### config.mk
export PLATFORM = sky130hd
export DESIGN_NAME = fetch_unit
export DESIGN_NICKNAME = d
export VERILOG_FILES = /design/src/rtl/fetch_unit.sv
export SDC_FILE = /design/constraint.sdc
export NUM_CORES = 1
export LEC_CHECK = 0
export ABC_AREA = 0
export ABC_CLOCK_PERIOD_IN_PS = 1500
export CAP_MARGIN = 25
export CORE_MARGIN = 1.5
export CORE_UTILIZATION = 25
export DETAILED_ROUTE_END_ITERATION = 8
export PLACE_DENSITY = 0.6
export SKIP_CTS_REPAIR_TIMING = 1
export SLEW_MARGIN = 25
export SYNTH_ARGS = -nofsm -noshare
export SYNTH_HDL_FRONTEND = slang
export SYNTH_SLANG_ARGS = --single-unit
### constraint.sdc
create_clock -name clk_in -period 1.5 [get_ports clk_in]
set_input_delay 0.375 -clock clk_in [delete_from_list [all_inputs] [get_ports clk_in]]
set_output_delay 0.375 -clock clk_in [all_outputs]
set_load 0.01 [all_outputs]
### src/rtl/fetch_unit.sv
// Instruction fetch stage: PC, single-outstanding imem request, branch squash, decoder handshake.
// Optional build macro FETCH_NOOP_FILL_EN: inst_out reads 8'h00 whenever inst_valid_out is low.
module fetch_unit #(
   parameter int unsigned           ADDR_W   = 32'd8,
   parameter logic [ADDR_W-1:0]     RESET_PC = {ADDR_W{1'b0}}
) (
   input  logic              clk_in,
   input  logic              reset_in,
   output logic              imem_req_out,
   output logic [ADDR_W-1:0] imem_addr_out,
   input  logic              imem_valid_in,
   input  logic [7:0]        imem_data_in,
   output logic [7:0]        inst_out,
   output logic              inst_valid_out,
   output logic [ADDR_W-1:0] inst_pc_out,
   input  logic              stall_in,
   input  logic              branch_taken_in,
   input  logic [ADDR_W-1:0] branch_target_in
);

   typedef enum logic [1:0] {
      ST_ISSUE = 2'd0,
      ST_WAIT  = 2'd1,
      ST_HOLD  = 2'd2
   } state_t;

   state_t            state_r;
   state_t            state_next_s;
   logic [ADDR_W-1:0] pc_r;
   logic [ADDR_W-1:0] pc_next_s;
   logic              squash_r;
   logic              squash_next_s;
   logic              capture_s;
   logic              release_s;
   logic              req_s;
   logic [7:0]        inst_r;
   logic              inst_valid_r;
   logic [ADDR_W-1:0] inst_pc_r;

   // FSM state, PC and squash flag
   always_ff @(posedge clk_in) begin
      if (reset_in) begin
         state_r  <= ST_ISSUE;
         pc_r     <= RESET_PC;
         // a request still in flight must have its late response discarded
         squash_r <= (state_r == ST_WAIT);
      end else begin
         state_r  <= state_next_s;
         pc_r     <= pc_next_s;
         squash_r <= squash_next_s;
      end
   end

   // Next-state, PC and handshake decode; branch outranks every non-reset event
   always_comb begin
      state_next_s  = state_r;
      pc_next_s     = pc_r;
      squash_next_s = squash_r;
      capture_s     = 1'b0;
      release_s     = 1'b0;
      req_s         = 1'b0;
      case (state_r)
         ST_ISSUE: begin
            req_s        = 1'b1;
            state_next_s = ST_WAIT;
            if (branch_taken_in) begin
               pc_next_s     = branch_target_in;
               squash_next_s = 1'b1;
            end else begin
               squash_next_s = squash_r;
            end
         end
         ST_WAIT: begin
            if (branch_taken_in) begin
               pc_next_s = branch_target_in;
               if (imem_valid_in) begin
                  squash_next_s = 1'b0;
                  state_next_s  = ST_ISSUE;
               end else begin
                  squash_next_s = 1'b1;
               end
            end else if (imem_valid_in) begin
               squash_next_s = 1'b0;
               state_next_s  = ST_ISSUE;
               if (!squash_r) begin
                  capture_s    = 1'b1;
                  pc_next_s    = pc_r + {{(ADDR_W-1){1'b0}}, 1'b1};
                  state_next_s = ST_HOLD;
               end else begin
                  capture_s = 1'b0;
               end
            end else begin
               state_next_s = ST_WAIT;
            end
         end
         ST_HOLD: begin
            if (branch_taken_in) begin
               pc_next_s    = branch_target_in;
               release_s    = 1'b1;
               state_next_s = ST_ISSUE;
            end else if (!stall_in) begin
               release_s    = 1'b1;
               state_next_s = ST_ISSUE;
            end else begin
               state_next_s = ST_HOLD;
            end
         end
         default: begin
            state_next_s  = ST_ISSUE;
            squash_next_s = 1'b0;
         end
      endcase
   end

   // Instruction output register towards the decoder
   always_ff @(posedge clk_in) begin
      if (reset_in) begin
         inst_r       <= 8'h00;
         inst_valid_r <= 1'b0;
         inst_pc_r    <= {ADDR_W{1'b0}};
      end else if (capture_s) begin
         inst_r       <= imem_data_in;
         inst_valid_r <= 1'b1;
         inst_pc_r    <= pc_r;
      end else if (release_s) begin
         inst_valid_r <= 1'b0;
`ifdef FETCH_NOOP_FILL_EN
         inst_r       <= 8'h00;
`else
         inst_r       <= inst_r;
`endif
      end else begin
         inst_valid_r <= inst_valid_r;
      end
   end

   assign imem_req_out   = req_s & ~reset_in;
   assign imem_addr_out  = pc_r;
   assign inst_out       = inst_r;
   assign inst_valid_out = inst_valid_r;
   assign inst_pc_out    = inst_pc_r;

   fetch_unit_chk u_chk (
      .clk_in        (clk_in),
      .reset_in      (reset_in),
      .in_wait       (state_r == ST_WAIT),
      .imem_valid_in (imem_valid_in)
   );

endmodule

// Protocol checker: memory may only answer while the fetch unit is waiting.
module fetch_unit_chk (
   input logic clk_in,
   input logic reset_in,
   input logic in_wait,
   input logic imem_valid_in
);

   valid_only_in_wait_a : assert property (
      @(posedge clk_in) disable iff (reset_in) imem_valid_in |-> in_wait
   );

endmodule

==> flow_summary.yaml, run 1 <==
synth:
  ys_seq_area_frac: 0.441
  syn_nets: 181
  synth-warning-count: 0
  async_reset_ff_frac: 0
  ys_ff_latch: 28
  synth_edf_count: 1
  synth.avg_cell_area_um2: 8.14
  yosys_most_used_dff: "dfxtp_1"
  syn_area_um2: 1290
  yosysUniqueCellTypes: 39
  netlist_instances: 159
worst_setup_path:
  critPathRequiredTime_ns: 1.12
  crit_type: "input pin to primary output"
  slowest_delay_ns: 0.43
  cp-start-kind: "input pin"
  endpoint_kind: "primary output"
  cp_data_arrival_time_ns: 1.10
  reg2reg_to: "imem_addr_out[6]$_SDFFE_PP0P_"
  slowest_stage: "clkdlybuf4s50_1"
  worstRegToRegCells: 7
  worst-path-max-fanout: 2
  reg2reg_slack_ns: 0.05
  regToRegStartpoint: "state_r[0]$_SDFFE_PP0P_"
  worstPathCellList: "clkdlybuf4s50_1 -> nor3_1 -> clkbuf_2"
timing:
  hold_ws_ns: 0.450
  rsz0062_at_grt: "true"
  setup_viol: 0
  finalHoldViolCount: 0
  fin_crit_sh: 0.987
  fin_crit_ns: 1.48
  tightestPinTransition_ns: 0.254
  slew_headroom: 0.829
  skew_ns: 0.00105
  fin_ws_ns: 0.0200
  clock.fmax_mhz: 676
  drv_slew: 0
  final.setup.tns_ns: 0
final_layout:
  nFillCells: 503
  drive_gt1_frac: 0.215
  final_cells: 286
  insertedDiodeCount: 0
  areaGrowthSynthToFinish_pct: 64.6
  finalNetCount: 242
cts:
  cts_tree: "yes"
  clk_path_buf_depth: 2
  clkSinkCount: 28
  clockRootBuffer: "clkbuf_8"
  cts_made_buffers: 3
  clkTransAtPathRegs_ns: 0.10
  clk_latency_ns: 0.28
  h-tree-depth: 1
floorplanning:
  die_w_um: 74.9
  die-area_um2: 5620
  fp-row-count: 25
  die_h_um: 74.9
  core_um2: 4850
  initial_utilization: 0.267
  ios: 47
placement:
  placed_cells: 282
  portBuffers: 46
  gp_congestion: 0.757
  dpl_worst_slack_ns: -0.394
  hpwlAfterDp_um: 2420
min_path:
  holdPathStages: 3
  hp-class: "input pin to flip-flop"
  holdPathEnd: "state_r[0]$_SDFFE_PP0P_"
  hold_start: "imem_valid_in"
global_route:
  grt_remaining_overflow: 0
  antenna_found_initial: 0
  grt_usage: 0.124
  grt_pass1_wl_um: 5330
  grt_use_met3: 0.0321
  grt_pass1_vias: 1128
  grt_max_degree: 32
  grtUsageMet2: 0.193
  busiest_layer: "met2"
  gr-usage-met1: 0.172
routing:
  vias: 1275
  ant_nets: 0
  via_per_inst: 4.46
  drcViolationCount: 0
  post_drt_wl_per_cell_um: 12.2
  routed_wl_um: 3480
  first_pass_iters: 4
  drt_iter0_drc: 50
run_status:
  status: "finished, final reports clean"
power_and_ir_drop:
  p_per_area_nw_per_um2: 789
  p_leak_nw: 1.19
  vdd_drop_max_uv: 418
run:
  max-cap-violations: 0
==> synthesized netlist by cell type (2+ instances only) <==
library cell	number	share of area
a211oi_1	2	0.012
a21oi_1	24	0.093
a21oi_2	2	0.014
a311oi_1	3	0.020
buf_2	6	0.023
buf_6	3	0.026
clkbuf_1	2	0.0058
dfxtp_1	27	0.42
inv_1	3	0.0087
nand2_1	40	0.12
nand2b_1	2	0.0097
nand3_1	3	0.012
nor2_1	5	0.015
nor2b_1	3	0.015
nor3_1	5	0.019
o21ai_0	4	0.015
o22ai_1	2	0.0097
or3_1	2	0.0097
==> layout make-up <==
cell class	count	area (um^2)	share of cell area
inverters	3	11.3	0.00529
multi-input cells	116	684	0.321
flip-flops and latches	28	579	0.272
well taps	67	83.8	0.0394
repair buffers	68	704	0.331
clock buffers	4	66.3	0.0311
==> flip-flops by register name (all words and copies together) (netlist names) <==
register and cells:
imem_addr_out 8, inst_out 8, inst_pc_out 8, inst_valid_out 1
squash_r 1, state_r 2
==> stage by stage <==
stage                     utilization  total power [mW]  area [um^2]
after floorplan                     -             0.964         1290
after global placement          0.400              1.15         1940
after detailed placement        0.400              1.15         1940
after CTS                       0.414              1.69         2010
after global routing            0.439              1.76         2130
final                           0.439              1.68         2130
==> cell families after synthesis <==
family,after synthesis,share of synthesized area
buf+inv,15,0.0667
flops,28,0.441
mux,2,0.0164
compound gates,46,0.217
fa+ha+maj,1,0.00967
simple gates,67,0.250
==> worst max-delay path by stage <==
stage / startpoint / endpoint / slack [ns] / cells past startpoint
after floorplan: branch_taken_in / inst_out[5]$_SDFFE_PP0P_ / 0.01 / 7
after global placement: reset_in / imem_req_out / -0.38 / 3
after detailed placement: branch_taken_in / imem_addr_out[6]$_SDFFE_PP0P_ / -0.39 / 7
after CTS: reset_in / imem_req_out / -0.38 / 3
after global routing: reset_in / imem_req_out / -0.02 / 3
final: reset_in / imem_req_out / 0.02 / 3
==> worst max-delay path, delay by kind of cell <==
| family | cells | cell delay (ns) |
|---|---|---|
| buf+inv | 2 | 0.59 |
| simple gates | 1 | 0.14 |
==> cell usage in the layout (no fill, tap or decap), types with 2 or more instances in the layout <==
master and count:
o22ai_1 2, nor2b_1 3, dfxtp_1 20, nor2_1 5, a211oi_1 2, a21oi_1 24, nor3_1 4, a311oi_1 2
dlymetal6s2s_1 27, a21oi_2 2, o21ai_0 4, nand2b_1 2, dfxtp_2 7, inv_1 3, clkdlybuf4s50_1 18, nand3_1 3
nand2_1 40, buf_4 20, clkbuf_8 3
==> power breakdown <==
group          internal, mW  leakage, nW  switching, mW
logic                 0.186        0.919          0.139
registers             0.784        0.232         0.0308
clock network         0.291       0.0339          0.249
total                  1.26         1.19          0.419
==> per-layer routing <==
layer / up-vias / wire, um / part of all wire
met1: 565 / 1730 / 0.50
met5: - / 0 / 0
met3: 2 / 239 / 0.069
li1: 671 / - / -
met2: 37 / 1490 / 0.43
met4: 0 / 21 / 0.0060
No activity file was read; power rests on OpenSTA's default activity.
==> run 2, diff against run 1 <==
--- a/config.mk
+++ b/config.mk
@@ -12,6 +12,7 @@
 export CORE_UTILIZATION = 25
 export DETAILED_ROUTE_END_ITERATION = 8
 export PLACE_DENSITY = 0.6
+export SETUP_SLACK_MARGIN = 0.2
 export SKIP_CTS_REPAIR_TIMING = 1
 export SLEW_MARGIN = 25
 export SYNTH_ARGS = -nofsm -noshare
==> flow_summary.yaml, run 2 (synthesized netlist as in run 1, its figures left out) <==
run_status:
  status: "finished, violations left"
  failed_checks: "setup timing"
worst_setup_path:
  worstPathCellList: "buf_6 -> nand2b_4 -> buf_6 -> nor3_4 -> clkbuf_16 -> nand2_4 -> a21oi_2"
  cp_data_arrival_time_ns: 1.74
  endpoint_kind: "flip-flop"
  crit_family: "buffers and inverters"
  crit_type: "flip-flop to flip-flop"
  slowest_stage: "dfxtp_4"
  cp-start-kind: "flip-flop"
  crit_buf_inv: 3
  cpMostUsedCell: "buf_6"
  critPathRequiredTime_ns: 1.73
  slowest_delay_ns: 0.41
  worst-path-max-fanout: 8
cts:
  clk_latency_ns: 0.29
  clockRootBuffer: "clkbuf_8"
  h-tree-depth: 1
  clk_path_buf_depth: 2
  clkTransAtPathRegs_ns: 0.11
  clkSinkCount: 28
  cts_made_buffers: 3
  cts_tree: "yes"
routing:
  ant_nets: 0
  wl_met1_um: 2010
  via_per_inst: 4.68
  topRoutingLayerUsed: "met4"
  first_pass_iters: 4
  drt_iter0_drc: 30
  wl_met3_um: 178
  routed-wl-met2_um: 1980
  routed_wl_um: 4180
  vias: 1371
  drcViolationCount: 0
  post_drt_wl_per_cell_um: 14.3
timing:
  slew_headroom: 0.758
  finalHoldViolCount: 0
  fin_crit_sh: 1.01
  skew_ns: 0.00805
  final.setup.tns_ns: -0.0437
  clock.fmax_mhz: 661
  fin_ws_ns: -0.0132
  rsz0062_at_grt: "true"
  drv_slew: 0
  hold_ws_ns: 0.459
  fin_crit_ns: 1.51
  setup_viol: 7
  tightestPinTransition_ns: 0.362
global_route:
  grt_usage: 0.126
  antenna_found_initial: 0
  grt_pass1_vias: 1186
  grt_pass1_wl_um: 5400
  grt_remaining_overflow: 0
  grt_max_degree: 32
final_layout:
  insertedDiodeCount: 0
  multi_input_area_um2: 913
  seqCellArea_um2: 591
  final_cells: 293
  drive_gt1_frac: 0.434
  post-route-util: 0.521
  finalNetCount: 249
  layout_commonest_cell: "dlymetal6s2s_1"
  nFillCells: 476
  final_cell_mix: "27 x dlymetal6s2s_1, 21 x nand2_1, 19 x dfxtp_1"
  areaGrowthSynthToFinish_pct: 95.4
floorplanning:
  die_h_um: 74.9
  initial_utilization: 0.267
  core_um2: 4850
  fp-row-count: 25
  ios: 47
  die-area_um2: 5620
  die_w_um: 74.9
power_and_ir_drop:
  p_leak_nw: 1.41
  p_per_area_nw_per_um2: 713
  vdd_drop_max_uv: 426
min_path:
  hp-class: "flip-flop to flip-flop"
placement:
  gp_congestion: 0.764
  dpl_worst_slack_ns: -0.369
  hpwlAfterDp_um: 2420
  placed_cells: 280
  portBuffers: 46
run:
  max-cap-violations: 0
## run 2: cell count changes in the layout (fill, tap and decap cells not counted), moves of 3 or more
cell	delta
clkbuf_16	+3
a21oi_2	+16
buf_4	-5
nand2_2	+3
nand2_1	-19
dfxtp_2	-3
nand2_4	+16
dfxtp_4	+4
a21oi_1	-16
buf_6	+8
## run 2: final timing paths
path / from / endpoint / slack (ns) / depth (start not counted)
worst max-delay path: state_r[0]$_SDFFE_PP0P_ / inst_out[0]$_SDFFE_PP0P_ / -0.01 / 7
worst min-delay path: inst_pc_out[1]$_SDFFE_PP0P_ / inst_pc_out[1]$_SDFFE_PP0P_ / 0.46 / 2
worst max register to register: state_r[0]$_SDFFE_PP0P_ / inst_out[0]$_SDFFE_PP0P_ / -0.01 / 7
worst min register to register: inst_pc_out[1]$_SDFFE_PP0P_ / inst_pc_out[1]$_SDFFE_PP0P_ / 0.46 / 2
## run 2: report_power, final
group	internal, mW	switching (mW)
clock network	0.291	0.272
registers	0.782	0.0344
logic	0.238	0.185
## run 2: layout make-up
type / count / area share
clock buffer: 4 / 0.0262
timing repair buffer: 75 / 0.341
tap: 67 / 0.0332
multi-input combinational: 116 / 0.361
sequential: 28 / 0.234
inverter: 3 / 0.00446
## run 2: metal layers
metal  vias to the layer above  track usage
met5                         -            0
met4                         0       0.0364
met3                         2       0.0241
met2                        32        0.204
met1                       644        0.171
li1                        693            -
## run 2: worst min-delay path, cell delays in order, from the launching register on
cell     delay, ns
dfxtp_1       0.32
nand2_1       0.05
a21oi_1       0.05
## run 2: per-stage QoR
step                total power, mW  cell area, um^2
detailed placement             1.15             1950
floorplan                     0.970             1320
finish                         1.80             2530
global route                   1.87             2530
global placement               1.15             1950
CTS                            1.69             2010
